$ cat config.mk
export PLATFORM = sky130hd
export DESIGN_NAME = dma_rq_read_logic_flat
export DESIGN_NICKNAME = d
export VERILOG_FILES = /design/src/rtl/dma_rq_read_if.sv /design/src/rtl/dma_rq_read_logic.sv /design/src/flat_wrapper.sv
export SDC_FILE = /design/constraint.sdc
export NUM_CORES = 1
export LEC_CHECK = 0
export CAP_MARGIN = 20
export CORE_AREA = 5 5 297 299
export CTS_CLUSTER_DIAMETER = 40
export DETAILED_ROUTE_END_ITERATION = 8
export DIE_AREA = 0 0 302 304
export GPL_TIMING_DRIVEN = 0
export PLACE_DENSITY = 0.61
export SYNTH_ARGS = -nofsm -noshare
export SYNTH_HDL_FRONTEND = slang
export SYNTH_SLANG_ARGS = --single-unit
$ cat constraint.sdc
create_clock -name CLK -period 6.23 [get_ports CLK]
set_input_delay 1.246 -clock CLK [delete_from_list [all_inputs] [get_ports CLK]]
set_output_delay 1.246 -clock CLK [all_outputs]
set_load 0.05 [all_outputs]
$ cat src/rtl/dma_rq_read_if.sv
// dma_rq_read_if: command, RQ AXI-Stream and tag-tracking signals of the DMA read requester
interface dma_rq_read_if #(
    parameter int C_BUS_DATA_WIDTH = 256,
    parameter int C_BUS_KEEP_WIDTH = C_BUS_DATA_WIDTH / 32,
    parameter int C_WINDOW_SIZE    = 16
);
    logic                          CMD_VALID;
    logic                          CMD_READY;
    logic [63:0]                   CMD_ADDR;
    logic [31:0]                   CMD_BYTES;
    logic [63:0]                   CURRENT_WINDOW_SIZE;
    logic [C_BUS_DATA_WIDTH-1:0]   M_AXIS_RQ_TDATA;
    logic [59:0]                   M_AXIS_RQ_TUSER;
    logic [C_BUS_KEEP_WIDTH-1:0]   M_AXIS_RQ_TKEEP;
    logic                          M_AXIS_RQ_TLAST;
    logic                          M_AXIS_RQ_TVALID;
    logic                          M_AXIS_RQ_TREADY;
    logic [C_WINDOW_SIZE-1:0]      BUSY_TAGS;
    logic [C_WINDOW_SIZE*11-1:0]   SIZE_TAGS;
    logic [C_WINDOW_SIZE-1:0]      COMPLETED_TAGS;
    logic [63:0]                   BYTE_COUNT;
    logic                          DONE;

    modport master (
        input  CMD_VALID, CMD_ADDR, CMD_BYTES, CURRENT_WINDOW_SIZE, M_AXIS_RQ_TREADY, COMPLETED_TAGS,
        output CMD_READY, M_AXIS_RQ_TDATA, M_AXIS_RQ_TUSER, M_AXIS_RQ_TKEEP, M_AXIS_RQ_TLAST,
               M_AXIS_RQ_TVALID, BUSY_TAGS, SIZE_TAGS, BYTE_COUNT, DONE
    );

    modport slave (
        output CMD_VALID, CMD_ADDR, CMD_BYTES, CURRENT_WINDOW_SIZE, M_AXIS_RQ_TREADY, COMPLETED_TAGS,
        input  CMD_READY, M_AXIS_RQ_TDATA, M_AXIS_RQ_TUSER, M_AXIS_RQ_TKEEP, M_AXIS_RQ_TLAST,
               M_AXIS_RQ_TVALID, BUSY_TAGS, SIZE_TAGS, BYTE_COUNT, DONE
    );
endinterface

$ cat src/rtl/dma_rq_read_logic.sv
// dma_rq_read_logic: splits host-read commands into tagged memory-read TLPs; optional DMA_RQ_4K_BOUNDARY_EN splits at 4 KB boundaries
module dma_rq_read_logic #(
    parameter int C_BUS_DATA_WIDTH        = 256,
    parameter int C_BUS_KEEP_WIDTH        = C_BUS_DATA_WIDTH / 32,
    parameter int C_WINDOW_SIZE           = 16,
    parameter int C_LOG2_MAX_READ_REQUEST = 9
) (
    input logic            CLK,
    input logic            RST_N,
    dma_rq_read_if.master  bus
);
    localparam int TW = (C_WINDOW_SIZE > 1) ? $clog2(C_WINDOW_SIZE) : 1;
    localparam logic [31:0] MAX_RR = 32'(1) << C_LOG2_MAX_READ_REQUEST;
    localparam logic [1:0] IDLE  = 2'd0;
    localparam logic [1:0] CALC  = 2'd1;
    localparam logic [1:0] SEND  = 2'd2;
    localparam logic [1:0] DRAIN = 2'd3;

    logic [1:0]               state;
    logic [63:0]              addr_r;
    logic [31:0]              rem_r;
    logic [31:0]              chunk_r;
    logic [31:0]              chunk_w;
    logic [TW-1:0]            tag_r;
    logic [TW-1:0]            tag_w;
    logic                     tag_ok;
    logic [63:0]              win_w;
    logic [C_WINDOW_SIZE-1:0] busy_r;
    logic [C_WINDOW_SIZE-1:0] set_w;
    logic [10:0]              size_r [C_WINDOW_SIZE];
    logic [63:0]              byte_cnt_r;
    logic                     done_r;
    logic [10:0]              dw;
    logic                     hs_tlp;

    assign dw     = chunk_r[12:2];
    assign hs_tlp = (state == SEND) && bus.M_AXIS_RQ_TREADY;
    assign set_w  = hs_tlp ? ({{(C_WINDOW_SIZE-1){1'b0}}, 1'b1} << tag_r) : '0;

    // effective window: 0 or oversize means the full tag range
    always_comb begin
        win_w = (bus.CURRENT_WINDOW_SIZE == 64'd0 || bus.CURRENT_WINDOW_SIZE > 64'(C_WINDOW_SIZE))
              ? 64'(C_WINDOW_SIZE) : bus.CURRENT_WINDOW_SIZE;
    end

    // lowest free tag inside the effective window
    always_comb begin
        tag_ok = 1'b0;
        tag_w  = '0;
        for (int j = C_WINDOW_SIZE - 1; j >= 0; j--) begin
            if (!busy_r[j] && 64'(j) < win_w) begin
                tag_ok = 1'b1;
                tag_w  = TW'(j);
            end
        end
    end

`ifdef DMA_RQ_4K_BOUNDARY_EN
    logic [31:0] lim_w;
    assign lim_w = 32'h1000 - {20'd0, addr_r[11:0]};
    // chunk bounded by remaining bytes, max read request and the next 4 KB boundary
    always_comb begin
        chunk_w = (rem_r < MAX_RR) ? rem_r : MAX_RR;
        chunk_w = (chunk_w < lim_w) ? chunk_w : lim_w;
    end
`else
    // chunk bounded by remaining bytes and max read request
    always_comb begin
        chunk_w = (rem_r < MAX_RR) ? rem_r : MAX_RR;
    end
`endif

    // command sequencing: accept, size/tag each TLP, issue, then wait for all tags to retire
    always_ff @(posedge CLK or negedge RST_N) begin
        if (!RST_N) begin
            state      <= IDLE;
            addr_r     <= '0;
            rem_r      <= '0;
            chunk_r    <= '0;
            tag_r      <= '0;
            byte_cnt_r <= '0;
            done_r     <= 1'b0;
        end else begin
            done_r <= 1'b0;
            case (state)
                IDLE: if (bus.CMD_VALID) begin
                    addr_r     <= bus.CMD_ADDR & ~64'h3;
                    rem_r      <= bus.CMD_BYTES & ~32'h3;
                    byte_cnt_r <= '0;
                    state      <= ((bus.CMD_BYTES & ~32'h3) == 32'd0) ? DRAIN : CALC;
                end
                CALC: if (tag_ok) begin
                    tag_r   <= tag_w;
                    chunk_r <= chunk_w;
                    state   <= SEND;
                end
                SEND: if (bus.M_AXIS_RQ_TREADY) begin
                    addr_r     <= addr_r + 64'(chunk_r);
                    rem_r      <= rem_r - chunk_r;
                    byte_cnt_r <= byte_cnt_r + 64'(chunk_r);
                    state      <= (rem_r == chunk_r) ? DRAIN : CALC;
                end
                DRAIN: if (busy_r == '0) begin
                    done_r <= 1'b1;
                    state  <= IDLE;
                end
                default: state <= IDLE;
            endcase
        end
    end

    // tag bookkeeping: set on TLP handshake, clear on completion; stray completions fall out of the AND
    always_ff @(posedge CLK or negedge RST_N) begin
        if (!RST_N) begin
            busy_r <= '0;
            for (int j = 0; j < C_WINDOW_SIZE; j++) size_r[j] <= '0;
        end else begin
            busy_r <= (busy_r & ~bus.COMPLETED_TAGS) | set_w;
            if (hs_tlp) size_r[tag_r] <= dw;
        end
    end

    // flatten per-tag sizes
    always_comb begin
        bus.SIZE_TAGS = '0;
        for (int j = 0; j < C_WINDOW_SIZE; j++) bus.SIZE_TAGS[11*j +: 11] = size_r[j];
    end

    // descriptor decoded purely from registered state, zero when idle
    always_comb begin
        bus.M_AXIS_RQ_TDATA = '0;
        bus.M_AXIS_RQ_TUSER = '0;
        if (state == SEND) begin
            bus.M_AXIS_RQ_TDATA[63:0]   = {addr_r[63:2], 2'b00};
            bus.M_AXIS_RQ_TDATA[74:64]  = dw;
            bus.M_AXIS_RQ_TDATA[103:96] = 8'(tag_r);
            bus.M_AXIS_RQ_TUSER[3:0]    = 4'hF;
            bus.M_AXIS_RQ_TUSER[7:4]    = (dw > 11'd1) ? 4'hF : 4'h0;
        end
    end

    assign bus.CMD_READY        = (state == IDLE);
    assign bus.M_AXIS_RQ_TVALID = (state == SEND);
    assign bus.M_AXIS_RQ_TLAST  = (state == SEND);
    assign bus.M_AXIS_RQ_TKEEP  = (state == SEND) ? {{(C_BUS_KEEP_WIDTH-4){1'b0}}, 4'hF} : '0;
    assign bus.BUSY_TAGS        = busy_r;
    assign bus.BYTE_COUNT       = byte_cnt_r;
    assign bus.DONE             = done_r;
endmodule

$ cat src/flat_wrapper.sv
// flat-port wrapper written by rule: the top's interface ports become plain ports
module dma_rq_read_logic_flat 
#(
    parameter int C_BUS_DATA_WIDTH        = 256,
    parameter int C_BUS_KEEP_WIDTH        = C_BUS_DATA_WIDTH / 32,
    parameter int C_WINDOW_SIZE           = 16,
    parameter int C_LOG2_MAX_READ_REQUEST = 9
)
  (CLK, RST_N, bus_CMD_VALID, bus_CMD_ADDR, bus_CMD_BYTES, bus_CURRENT_WINDOW_SIZE, bus_M_AXIS_RQ_TREADY, bus_COMPLETED_TAGS, bus_CMD_READY, bus_M_AXIS_RQ_TDATA, bus_M_AXIS_RQ_TUSER, bus_M_AXIS_RQ_TKEEP, bus_M_AXIS_RQ_TLAST, bus_M_AXIS_RQ_TVALID, bus_BUSY_TAGS, bus_SIZE_TAGS, bus_BYTE_COUNT, bus_DONE);
  dma_rq_read_if #(.C_BUS_DATA_WIDTH(C_BUS_DATA_WIDTH), .C_BUS_KEEP_WIDTH(C_BUS_KEEP_WIDTH), .C_WINDOW_SIZE(C_WINDOW_SIZE)) bus_i ();
  input logic CLK;
  input logic RST_N;
  input wire logic [$bits(bus_i.CMD_VALID)-1:0] bus_CMD_VALID;
  input wire logic [$bits(bus_i.CMD_ADDR)-1:0] bus_CMD_ADDR;
  input wire logic [$bits(bus_i.CMD_BYTES)-1:0] bus_CMD_BYTES;
  input wire logic [$bits(bus_i.CURRENT_WINDOW_SIZE)-1:0] bus_CURRENT_WINDOW_SIZE;
  input wire logic [$bits(bus_i.M_AXIS_RQ_TREADY)-1:0] bus_M_AXIS_RQ_TREADY;
  input wire logic [$bits(bus_i.COMPLETED_TAGS)-1:0] bus_COMPLETED_TAGS;
  output wire logic [$bits(bus_i.CMD_READY)-1:0] bus_CMD_READY;
  output wire logic [$bits(bus_i.M_AXIS_RQ_TDATA)-1:0] bus_M_AXIS_RQ_TDATA;
  output wire logic [$bits(bus_i.M_AXIS_RQ_TUSER)-1:0] bus_M_AXIS_RQ_TUSER;
  output wire logic [$bits(bus_i.M_AXIS_RQ_TKEEP)-1:0] bus_M_AXIS_RQ_TKEEP;
  output wire logic [$bits(bus_i.M_AXIS_RQ_TLAST)-1:0] bus_M_AXIS_RQ_TLAST;
  output wire logic [$bits(bus_i.M_AXIS_RQ_TVALID)-1:0] bus_M_AXIS_RQ_TVALID;
  output wire logic [$bits(bus_i.BUSY_TAGS)-1:0] bus_BUSY_TAGS;
  output wire logic [$bits(bus_i.SIZE_TAGS)-1:0] bus_SIZE_TAGS;
  output wire logic [$bits(bus_i.BYTE_COUNT)-1:0] bus_BYTE_COUNT;
  output wire logic [$bits(bus_i.DONE)-1:0] bus_DONE;
  assign bus_i.CMD_VALID = bus_CMD_VALID;
  assign bus_i.CMD_ADDR = bus_CMD_ADDR;
  assign bus_i.CMD_BYTES = bus_CMD_BYTES;
  assign bus_i.CURRENT_WINDOW_SIZE = bus_CURRENT_WINDOW_SIZE;
  assign bus_i.M_AXIS_RQ_TREADY = bus_M_AXIS_RQ_TREADY;
  assign bus_i.COMPLETED_TAGS = bus_COMPLETED_TAGS;
  assign bus_CMD_READY = bus_i.CMD_READY;
  assign bus_M_AXIS_RQ_TDATA = bus_i.M_AXIS_RQ_TDATA;
  assign bus_M_AXIS_RQ_TUSER = bus_i.M_AXIS_RQ_TUSER;
  assign bus_M_AXIS_RQ_TKEEP = bus_i.M_AXIS_RQ_TKEEP;
  assign bus_M_AXIS_RQ_TLAST = bus_i.M_AXIS_RQ_TLAST;
  assign bus_M_AXIS_RQ_TVALID = bus_i.M_AXIS_RQ_TVALID;
  assign bus_BUSY_TAGS = bus_i.BUSY_TAGS;
  assign bus_SIZE_TAGS = bus_i.SIZE_TAGS;
  assign bus_BYTE_COUNT = bus_i.BYTE_COUNT;
  assign bus_DONE = bus_i.DONE;
  dma_rq_read_logic #(.C_BUS_DATA_WIDTH(C_BUS_DATA_WIDTH), .C_BUS_KEEP_WIDTH(C_BUS_KEEP_WIDTH), .C_WINDOW_SIZE(C_WINDOW_SIZE), .C_LOG2_MAX_READ_REQUEST(C_LOG2_MAX_READ_REQUEST)) u_core (.CLK(CLK), .RST_N(RST_N), .bus(bus_i));
endmodule
==> out/results.ini <==
[detailed_routing]
ant_nets = 0
finalWirelength_mm = 102.6
drt_iter0_markers = 1673
viasPerCell = 4.783
vias = 22601
drcViolationCount = 0
drtPass1Iterations = 5
routedWlPerCell_um = 21.71

[power_and_ir_drop]
power_leakage_nw = 15.50
peakVddDrop_mv = 0.2400
clock_power_share_pct = 32.9
post-layout-total-power_mw = 13.71
combinationalPowerShare_pct = 42.7
swShare_pct = 42.91
p_seq_share_pct = 24.4
pwr_density_cell_nw_per_um2 = 398.2
p_int_mw = 7.824
p_sw_mw = 5.881

[synth]
synthTopCellsByCount = 391 x dfrtp_1, 284 x nand2_1, 250 x buf_4, 224 x o21ai_0, 183 x a21oi_1
netlist_area_sq_um = 23890
synthTopCellsByArea = dfrtp_1 41%, buf_4 7.9%, ha_1 5.0%
synth-edff-count = 0
synth.most_common_cell = dfrtp_1
ys_warn_count = 0
syn_area_per_cell_sq_um = 8.965
ys_async_sr_fraction_pct = 100.0
yosysUniqueCellTypes = 82
synth_top_area_share_pct = 40.95
synthCells = 2665
synth_flop_cell = dfrtp_1
synth_seq_area_share_pct = 40.95
yosysTopAreaCell = dfrtp_1
ys_ff_latch = 391

[sta]
tightest_slew_ns = 1.158
skew_ns = 0.02480
finalSetupViolations = 0
worst_slack_ns = 0.5181
max_freq_mhz = 175.1
relSlewSlack_pct = 22.83
drv_slew = 0
min_period_ns = 5.712
hold_viol_final = 0
fin_crit_sh_pct = 91.68
rsz0062_at_grt = false

[global_route]
grt_pass1_vias = 21710
grt_max_degree = 108
grt_antenna_before_repair = 24
grt_first_pass_wirelength_mm = 148.1
grt_use_total_pct = 21.38
overflow = 0

[finish]
regArea_sq_um = 9784
final_core_util_pct = 40.55
drive_gt1_share_pct = 14.24
fill_cells = 8595
final_nets = 3787
multi_input_area_sq_um = 12240
area_delta_synth_final_pct = 44.05

[placement]
port_buffers = 524
dp_hpwl_mm = 80.01
globalplace.congestion = 0.9267
pre_cts_ws_ns = 1.176

[clock_network]
cts_buffers = 78
cts-resized-gates = 0
cts_buffer_depth = 3
htree_levels = 3
post_cts_buffers = 0
cts.sinks = 391
clk_latency_ns = 0.63
ctsHoldBuffers = 0
cts_tree = yes
cts_root_buffer = clkbuf_16
clk_pin_slew_ns = 0.05

[worst_setup_path]
cp_slowest_cell = clkdlybuf4s50_1
worstPathRequired_ns = 4.98
crit_buf_inv = 7
worst_setup_path_end_kind = primary output
crit_chain = clkbuf_1, nand2b_1, buf_2, inv_2, clkbuf_1, clkbuf_1, clkbuf_1, and2_1, clkdlybuf4s50_1
cp_max_fo = 11
path_delay_family = buffers and inverters
cp-start-kind = register
critical_path_class = register to primary output
crit_arrival_ns = 4.47
worst_path_largest_cell_delay_ns = 0.93
critPathMostFrequentCell = clkbuf_1

[floorplan]
start_util_pct = 28.15
die_w_um = 302
core_sq_um = 84880
die-area_sq_um = 91810
dieHeight_um = 304
boundaryPins = 764
row_count = 107

[worst_hold_path]
hold_class = register to register

[outcome]
status = complete, no violations

[job]
drv_cap = 0

## area by class of cell
cell class                      count  share of cell area, %
Multi-Input combinational cell   2036                  35.58
Sequential cell                   391                  28.43
Timing Repair Buffer              530                  15.66
Buffer                            380                  6.966
Clock buffer                      101                  6.330
Tap cell                         1144                  4.159
Clock inverter                     44                  1.821
Inverter                           92                  1.003
Antenna cell                        7                0.05090
## metal layers
| metal | wire [um] | GRT usage (%) |
|---|---|---|
| met1 | 44040 | 28.49 |
| met2 | 46540 | 33.93 |
| met3 | 9246 | 6.285 |
| met4 | 2662 | 5.850 |
| met5 | 79 | 0 |
## power by group through the flow
stage	clock network (mW)	logic [mW]	registers [mW]
6_report	4.50	5.86	3.34
5_1_grt	4.69	6.26	3.39
4_1_cts	4.57	5.81	3.33
3_5_place_dp	0	5.79	3.36
3_3_place_gp	0	5.74	3.36
2_1_floorplan	0	3.59	3.53
## sequential cells by signal (all words and copies together) (netlist names)
register               cells
u_core.addr_r             64
u_core.bus.BUSY_TAGS      16
u_core.bus.BYTE_COUNT     64
u_core.bus.DONE            1
u_core.bus.SIZE_TAGS     176
u_core.chunk_r            32
u_core.rem_r              32
u_core.state               2
u_core.tag_r               4
## worst reg2reg max path: cells and delay by family (launching register included)
family | cells | cell delay [ns]
AO/OA/AOI/OAI | 8 | 2.12
adder cells (fa/ha/maj) | 1 | 0.63
buffers and inverters | 2 | 1.40
flip-flops | 1 | 0.49
AND/OR/NAND/NOR | 2 | 0.21
## final timing paths
| path | cells past startpoint | slack (ns) | endpoint | start |
|---|---|---|---|---|
| worst max-delay path | 9 | 0.52 | bus_M_AXIS_RQ_TDATA[15] | u_core.state[0]$_DFFE_PN0P_ |
| worst max register to register | 13 | 1.28 | u_core.rem_r[31]$_DFFE_PN0P_ | u_core.chunk_r[7]$_DFFE_PN0P_ |
| max in group asynchronous | 4 | 4.17 | u_core.bus.SIZE_TAGS[174]$_DFFE_PN0P_ | RST_N |
| worst min register to register | 2 | 0.48 | u_core.bus.SIZE_TAGS[143]$_DFFE_PN0P_ | u_core.bus.SIZE_TAGS[143]$_DFFE_PN0P_ |
| worst min-delay path | 2 | 0.48 | u_core.bus.SIZE_TAGS[143]$_DFFE_PN0P_ | u_core.bus.SIZE_TAGS[143]$_DFFE_PN0P_ |
| min in group asynchronous | 2 | 0.63 | u_core.bus.SIZE_TAGS[15]$_DFFE_PN0P_ | RST_N |
## cells by family (layout without fill, tap and decap cells)
kind of cell | after synthesis | after routing | synth area share (%)
and+or+nand+nor | 824 | 824 | 16.81
AOI/OAI and AO/OA | 695 | 695 | 17.82
buffers and inverters | 472 | 1147 | 11.47
DFF | 391 | 391 | 40.95
adders and majority gates | 98 | 98 | 5.227
muxes | 96 | 96 | 4.483
xor gates and xnor gates | 88 | 88 | 3.226
other | 1 | 242 | 0.01570
## per-stage QoR
stage               hold WS [ns]  cells  cell area (sq um)  setup TNS [ns]
finish                    0.4756   4725              34420               0
global placement          0.4604   4567              31450        -5721.44
detailed placement        0.4703   4573              31590               0
CTS                       0.4816   4718              34400               0
global route              0.5058   4718              34400               0
floorplan                 0.4672   2899              24770               0
## cells in the final DEF, fill, tap and decap left out, drive strengths merged, types with 93 or more instances in the layout
cell	instances
ha	95
clkbuf	205
o21ai	234
conb	235
a21oi	184
nand2	285
clkdlybuf4s50	523
buf	283
nor2	167
and2	93
dfrtp	391
No activity file was read; power rests on OpenSTA's default activity.
